===== src/rtl/if_stage.sv =====
// ----------------------------------------------------------------------------
// if_stage -- instruction fetch stage
//
// Issues one word fetch at a time on a req/addr_ok/data_ok SRAM-style bus,
// buffers the returned instruction and hands it to decode with a
// valid/allowin handshake. A taken branch from decode redirects the fetch
// stream and kills any wrong-path instruction that is buffered or still in
// flight.
//
// Optional feature (compile-time macro FS_ADEF_CHECK_EN):
//   defined   : a fetch pc with pc[1:0] != 0 raises an address-error
//               exception. No SRAM request is made; {1, 32'h0, pc} is
//               presented to decode as a valid instruction.
//   undefined : bit 64 of fs_to_ds_bus is tied to 0 and the two low
//               address bits are forced to 0 on inst_sram_addr.
//
// Parameters
//   RESET_PC          first fetch address after reset
//
// Ports
//   clk               pipeline clock, rising edge
//   resetn            asynchronous active-low reset
//   ds_allowin        decode can accept an instruction this cycle
//   br_bus            {br_taken, br_target[31:0]} from decode
//   fs_to_ds_valid    fs_to_ds_bus carries a valid instruction
//   fs_to_ds_bus      {adef, inst[31:0], pc[31:0]}
//   inst_sram_req     fetch request
//   inst_sram_wr      always 0 (read only)
//   inst_sram_size    always 2'd2 (word)
//   inst_sram_addr    fetch address
//   inst_sram_addr_ok request accepted this cycle
//   inst_sram_data_ok read data returned this cycle
//   inst_sram_rdata   returned instruction word
// ----------------------------------------------------------------------------
module if_stage #(
  parameter logic [31:0] RESET_PC = 32'h1C000000
) (
  input  logic        clk,
  input  logic        resetn,
  input  logic        ds_allowin,
  input  logic [32:0] br_bus,
  output logic        fs_to_ds_valid,
  output logic [64:0] fs_to_ds_bus,
  output logic        inst_sram_req,
  output logic        inst_sram_wr,
  output logic [1:0]  inst_sram_size,
  output logic [31:0] inst_sram_addr,
  input  logic        inst_sram_addr_ok,
  input  logic        inst_sram_data_ok,
  input  logic [31:0] inst_sram_rdata
);

  localparam logic [31:0] PcStep = 32'd4;

  // StIssue    : request the word at r_pc (req=1 once out of reset)
  // StWaitData : request accepted, response outstanding
  // StHold     : instruction buffered in r_bus, waiting for decode
  typedef enum logic [1:0] {
    StIssue    = 2'd0,
    StWaitData = 2'd1,
    StHold     = 2'd2
  } state_e;

  state_e      r_state, w_state_nxt;
  logic [31:0] r_pc, w_pc_nxt;
  // Response of the outstanding request belongs to a killed path.
  logic        r_cancel, w_cancel_nxt;
  // Redirect seen while a request waits for addr_ok; the address on the bus
  // must not change, so the target is parked here until acceptance.
  logic        r_redir_pend, w_redir_pend_nxt;
  logic [31:0] r_redir_pc, w_redir_pc_nxt;
  logic [64:0] r_bus, w_bus_nxt;
  // Keeps req low until the first clock edge after reset release.
  logic        r_started;

  logic        w_br_taken;
  logic [31:0] w_br_target;
  logic        w_redirect;
  logic        w_adef;
  logic        w_req;
  logic [31:0] w_fetch_addr;

  assign w_br_taken  = br_bus[32];
  assign w_br_target = br_bus[31:0];
  // A branch only redirects when decode actually consumes it this cycle.
  assign w_redirect  = w_br_taken & ds_allowin;

`ifdef FS_ADEF_CHECK_EN
  assign w_adef       = (r_pc[1:0] != 2'b00);
  assign w_fetch_addr = r_pc;
`else
  assign w_adef       = 1'b0;
  assign w_fetch_addr = {r_pc[31:2], 2'b00};
`endif

  assign w_req = r_started & (r_state == StIssue) & ~w_adef;

  // --------------------------------------------------------------------------
  // Next-state logic
  // --------------------------------------------------------------------------
  always_comb begin
    w_state_nxt      = r_state;
    w_pc_nxt         = r_pc;
    w_cancel_nxt     = r_cancel;
    w_redir_pend_nxt = r_redir_pend;
    w_redir_pc_nxt   = r_redir_pc;
    w_bus_nxt        = r_bus;

    unique case (r_state)
      StIssue: begin
        if (w_req) begin
          if (inst_sram_addr_ok) begin
            w_state_nxt      = StWaitData;
            w_redir_pend_nxt = 1'b0;
            // Request went out for the old path: drop its response later and
            // move pc to the newest redirect target.
            if (w_redirect) begin
              w_cancel_nxt = 1'b1;
              w_pc_nxt     = w_br_target;
            end else if (r_redir_pend) begin
              w_cancel_nxt = 1'b1;
              w_pc_nxt     = r_redir_pc;
            end
          end else if (w_redirect) begin
            w_redir_pend_nxt = 1'b1;
            w_redir_pc_nxt   = w_br_target;
          end
        end else if (w_redirect) begin
          // No request on the bus, so pc can change immediately.
          w_pc_nxt = w_br_target;
        end else if (r_started && w_adef) begin
          w_state_nxt = StHold;
          w_bus_nxt   = {1'b1, 32'h0, r_pc};
        end
      end

      StWaitData: begin
        if (inst_sram_data_ok) begin
          if (r_cancel || w_redirect) begin
            w_state_nxt  = StIssue;
            w_cancel_nxt = 1'b0;
            if (w_redirect) begin
              w_pc_nxt = w_br_target;
            end
          end else begin
            w_state_nxt = StHold;
            w_bus_nxt   = {1'b0, inst_sram_rdata, r_pc};
          end
        end else if (w_redirect) begin
          w_cancel_nxt = 1'b1;
          w_pc_nxt     = w_br_target;
        end
      end

      StHold: begin
        if (w_redirect) begin
          // Buffered instruction is on the wrong path.
          w_state_nxt = StIssue;
          w_pc_nxt    = w_br_target;
        end else if (ds_allowin) begin
          w_state_nxt = StIssue;
          w_pc_nxt    = r_pc + PcStep;
        end
      end

      default: begin
        w_state_nxt = StIssue;
      end
    endcase
  end

  // --------------------------------------------------------------------------
  // State registers
  // --------------------------------------------------------------------------
  always_ff @(posedge clk or negedge resetn) begin
    if (!resetn) begin
      r_state      <= StIssue;
      r_pc         <= RESET_PC;
      r_cancel     <= 1'b0;
      r_redir_pend <= 1'b0;
      r_redir_pc   <= 32'h0;
      r_bus        <= 65'h0;
      r_started    <= 1'b0;
    end else begin
      r_state      <= w_state_nxt;
      r_pc         <= w_pc_nxt;
      r_cancel     <= w_cancel_nxt;
      r_redir_pend <= w_redir_pend_nxt;
      r_redir_pc   <= w_redir_pc_nxt;
      r_bus        <= w_bus_nxt;
      r_started    <= 1'b1;
    end
  end

  // --------------------------------------------------------------------------
  // Outputs
  // --------------------------------------------------------------------------
  // Valid is gated in a redirect cycle so decode never consumes a wrong-path
  // instruction alongside its own branch.
  assign fs_to_ds_valid = (r_state == StHold) & ~w_redirect;
  assign fs_to_ds_bus   = r_bus;

  assign inst_sram_req  = w_req;
  assign inst_sram_wr   = 1'b0;
  assign inst_sram_size = 2'd2;
  assign inst_sram_addr = r_started ? w_fetch_addr : 32'h0;

endmodule


===== config.mk =====
export PLATFORM = sky130hd
export DESIGN_NAME = if_stage
export DESIGN_NICKNAME = d
export VERILOG_FILES = /design/src/rtl/if_stage.sv
export SDC_FILE = /design/constraint.sdc
export NUM_CORES = 1
export LEC_CHECK = 0
export CAP_MARGIN = 15
export CORE_ASPECT_RATIO = 1.25
export CORE_MARGIN = 2
export CORE_UTILIZATION = 35
export DETAILED_ROUTE_END_ITERATION = 6
export PLACE_DENSITY = 0.57
export REMOVE_ABC_BUFFERS = 1
export SLEW_MARGIN = 40
export SYNTH_ARGS = -nofsm -noshare
export SYNTH_HDL_FRONTEND = slang
export SYNTH_SLANG_ARGS = --single-unit

===== constraint.sdc =====
create_clock -name clk -period 6.49 [get_ports clk]
set_input_delay 1.298 -clock clk [delete_from_list [all_inputs] [get_ports clk]]
set_output_delay 1.298 -clock clk [all_outputs]
set_load 0.01 [all_outputs]

Yosys cells after proc, flatten, opt, wreduce, memory -nomap -nowiden
Cells that the tools add are included. Widths: inputs -> output; s select.

Bits in registers: 133. Input port bits: 70. Output and inout bits: 102. Word-level logic and storage cells: 63.

Add/sub/neg operators: 1. Eq/ne operators: 11. Mux-type cells: 27. Bitwise logic cells: 6. Reduce and logical (&&, ||, !) cells: 11.

Operators by type and width (number): $mux 32 (10); $pmux 32 s3 (1); $add 32x3->32 const B (1); $ne 3x3->1 const B (5); $mux 2 (6); $mux 1 (8); $reduce_and 4->1 (2); $ne 2x2->1 const B (3); $pmux 2 s3 (1); $reduce_and 3->1 (2); $reduce_and 6->1 (1); $reduce_and 5->1 (1); $ne 4x4->1 const B (1); $reduce_bool 2->1 (2); $and 1x1->1 (3); $not 1->1 (3); $reduce_bool 3->1 (1); $eq 2x1->1 const B (1); $eq 2x2->1 const B (1); $logic_not 2->1 (1); $pmux 1 s2 (1); $logic_or 1x1->1 (1).

Logic depth before layout (Yosys ltp)
Depth in word-level cells: 5. Gate-level depth with buffers: 11. Depth with buffers taken out: 8.

Least setup slack after synthesis
OpenSTA, ideal clock, no wires.

Path kind: input to output. Start: in ds_allowin. End: out fs_to_ds_valid. Arrival time: 2.096 ns. Data required time: 5.192 ns. Setup slack: 3.096 ns. Cell stages on the path: 4. Path buffers: 2. Cell sequence: buf_2 > nand2_1 > clkbuf_1 > and2_1.

Word-level cells in the longest chain between the ends: 3.

RTL lines: start: declaration (line 40) `input logic ds_allowin,`; $and 1x1->1 (line 86) `assign w_redirect = w_br_taken & ds_allowin;`; $not 1->1 (line 200) `assign fs_to_ds_valid = (r_state == StHold) & ~w_redirect;`; $and 1x1->1 (line 200); end: declaration (line 42) `output logic fs_to_ds_valid,`.

No other way between the ends.

Worst setup path after layout
Same ends and word-level chain as after synthesis.

==> flow_summary.yaml <==
clock_tree:
  ctsHtreeMaxLevel: 4
  clock_latency_ps: 430
  tritoncts: "yes"
  cts_max_path_buffers: 2
  cts_setup_buffers: 0
  cts.root.buffer_cell: "clkbuf_16"
  cts_num_sinks: 133
  hold_buffers: 0
  numCtsBuffers: 17
  cts_resized: 0
  clkTransAtPathRegs_ps: 50
placed_design:
  gp_congestion: 0.852
  placed_cells: 1182
  hpwl_um: 14700
  portBuffers: 165
timing:
  setup_viol: 0
  max_slew_margin_pct: 52.3
  setup_tns_ps: 0
  fin_skew_ps: 12.8
  drv_slew: 0
  grt_setup_unrepaired: "false"
  min_period_ps: 4180
  fin_crit_sh_pct: 64.4
  hold_violations: 0
  max_freq_mhz: 239
  worst_pin_slew_ps: 716
floorplanning:
  die_w_um: 133
  core-area_um2: 20200
  ios: 172
  die-area_um2: 21900
  die_h_um: 165
  initial_utilization_pct: 35.8
  core.rowCount: 58
detailed_routing:
  vias: 6501
  wl_um: 22300
  antenna_left: 0
  via_per_inst: 5.36
  drt_iter0_markers: 321
  drc: 0
  wl_per_cell_um: 18.4
  dr.pass1.iters: 5
synthesis:
  netlist_area_um2: 7250
  synth.area.top_cells: "dfrtp_1 (45%), mux2_2 (9.0%), nand2_1 (8.4%)"
  synthArstFlopShare_pct: 100
  ys_warn_count: 0
  synthCells: 795
  synth.top_cells.by_count: "nand2_1 (163), dfrtp_1 (130), mux2_2 (58)"
  postSynthAreaPerCell_um2: 9.11
  ys_seq_elements: 133
  yosysMostFrequentCell: "nand2_1"
  synth_top_area_share_pct: 44.9
  ys_seq_area_share_pct: 46.0
  synth_edf_count: 0
  synth-main-ff-cell: "dfrtp_1"
  synth.distinct_cells: 65
  yosysTopAreaCell: "dfrtp_1"
cells_and_area:
  nNetsFinal: 1007
  area_delta_synth_final_pct: 33.5
  finalNonFillerCells: 1214
  num_antenna_cells: 0
  drive_gt1_share_pct: 12.1
worst_setup_path:
  worstPathCellList: "clkdlybuf4s50_1, nand2_1, and2_1, clkdlybuf4s50_1"
  crit_required_ps: 5190
  worstSetupStartpointType: "input port"
  cpLargestDelayFamily: "buffers and inverters"
  cp_max_fo: 8
  crit_top_cell: "clkdlybuf4s50_1"
  crit_path_end_kind: "output pin"
  worst-path-buf-inv: 2
  worstSetupPathType: "in -> out"
  rrSetupSlack_ps: 3570
  critPathSlowestCell: "clkdlybuf4s50_1"
  worstPathArrival_ps: 2880
  max_stage_delay_ps: 620
power_and_ir_drop:
  worst_ir_drop_vdd_mv: 0.227
  p_total_mw: 4.68
  leakagePower_nw: 4.12
  power_density_nw_per_um2: 483
global_route:
  grt_pass1_vias: 6443
  grt_max_degree: 82
  grt_antenna_before_repair: 0
  grt_pass1_wl_um: 35800
  gr-usage-all-layers_pct: 20.8
  grt_overflow_total: 0
run:
  cap_violations: 0
min_path:
  hold_class: "reg -> reg"
status:
  outcome: "completed"
where the power goes:
| part | total (mW) | switching (mW) | internal (mW) |
|---|---|---|---|
| combinational | 2.21 | 1.15 | 1.06 |
| clock | 0.912 | 0.356 | 0.556 |
| sequential | 1.55 | 0.332 | 1.22 |
tightest hold or removal path: cells and delay by family, from the launching register on:
kind / cells / cell delay (ps)
flops: 1 / 330
simple gates: 2 / 110
final cells by class:
cell class | instances | area [um2]
tap | 270 | 338
clock buffer | 27 | 493
sequential | 133 | 3330
clock inverter | 5 | 55.1
fill | 1919 | 10600
inverter | 11 | 41.3
multi-input combinational | 587 | 3600
timing repair buffer | 181 | 1810
per-stage QoR:
stage	hold slack, ps	area (um2)	utilization (%)	worst slack (ps)
after floorplan	440	6950	-	1230
after global placement	456	9070	44.8	2330
after detailed placement	457	9120	45.1	2310
after CTS	473	9670	47.8	2310
after global routing	490	9670	47.8	2260
final	470	9670	47.8	2310
flip-flops by register name, indices dropped and copies added (netlist names):
signal,flops
r_pc,32
fs_to_ds_bus,64
r_started,1
r_redir_pend,1
r_state,2
r_redir_pc,32
r_cancel,1
cell families after synthesis:
logic type                 Yosys count  share of synthesized area (%)
and+or+nand+nor                    324                           20.9
DFF                                133                           46.0
buffers and inverters               80                           4.85
other                                2                          0.104
adders and majority gates            6                           1.04
muxes                               70                           10.7
AOI/OAI and AO/OA                  180                           16.4
layer usage:
| layer | global-route usage [%] | vias to the layer above | part of all wire (%) | wire length, um |
|---|---|---|---|---|
| met5 | 0 | - | 0 | 0 |
| met4 | 7.14 | 0 | 1.7 | 380 |
| met3 | 4.73 | 25 | 6.3 | 1400 |
| met2 | 34.6 | 246 | 48 | 10600 |
| met1 | 26.8 | 3136 | 44 | 9910 |
| li1 | - | 3094 | - | - |
final timing paths:
check,from,to,depth (start not counted)
setup / recovery,ds_allowin,fs_to_ds_valid,4
hold reg to reg,fs_to_ds_bus[45],fs_to_ds_bus[45],2
hold / removal,fs_to_ds_bus[45],fs_to_ds_bus[45],2
setup reg to reg,r_state[0],r_pc[9],8
min in group asynchronous,resetn,fs_to_ds_bus[51],1
max in group asynchronous,resetn,r_pc[18],2
placed cells by master (no fill, tap or decap), types with 8 or more instances in the layout:
cell,count
a211oi_1,10
a21oi_1,33
a31oi_1,21
and2_1,38
and3_1,16
buf_4,14
clkbuf_16,17
clkdlybuf4s50_1,164
dfrtp_1,130
inv_1,9
mux2_2,58
mux2i_1,12
nand2_1,163
nand3_1,15
nand4_1,13
nor2_1,45
o21ai_0,45
o22ai_1,8
Note: power is estimated with default switching activity, not from simulation.
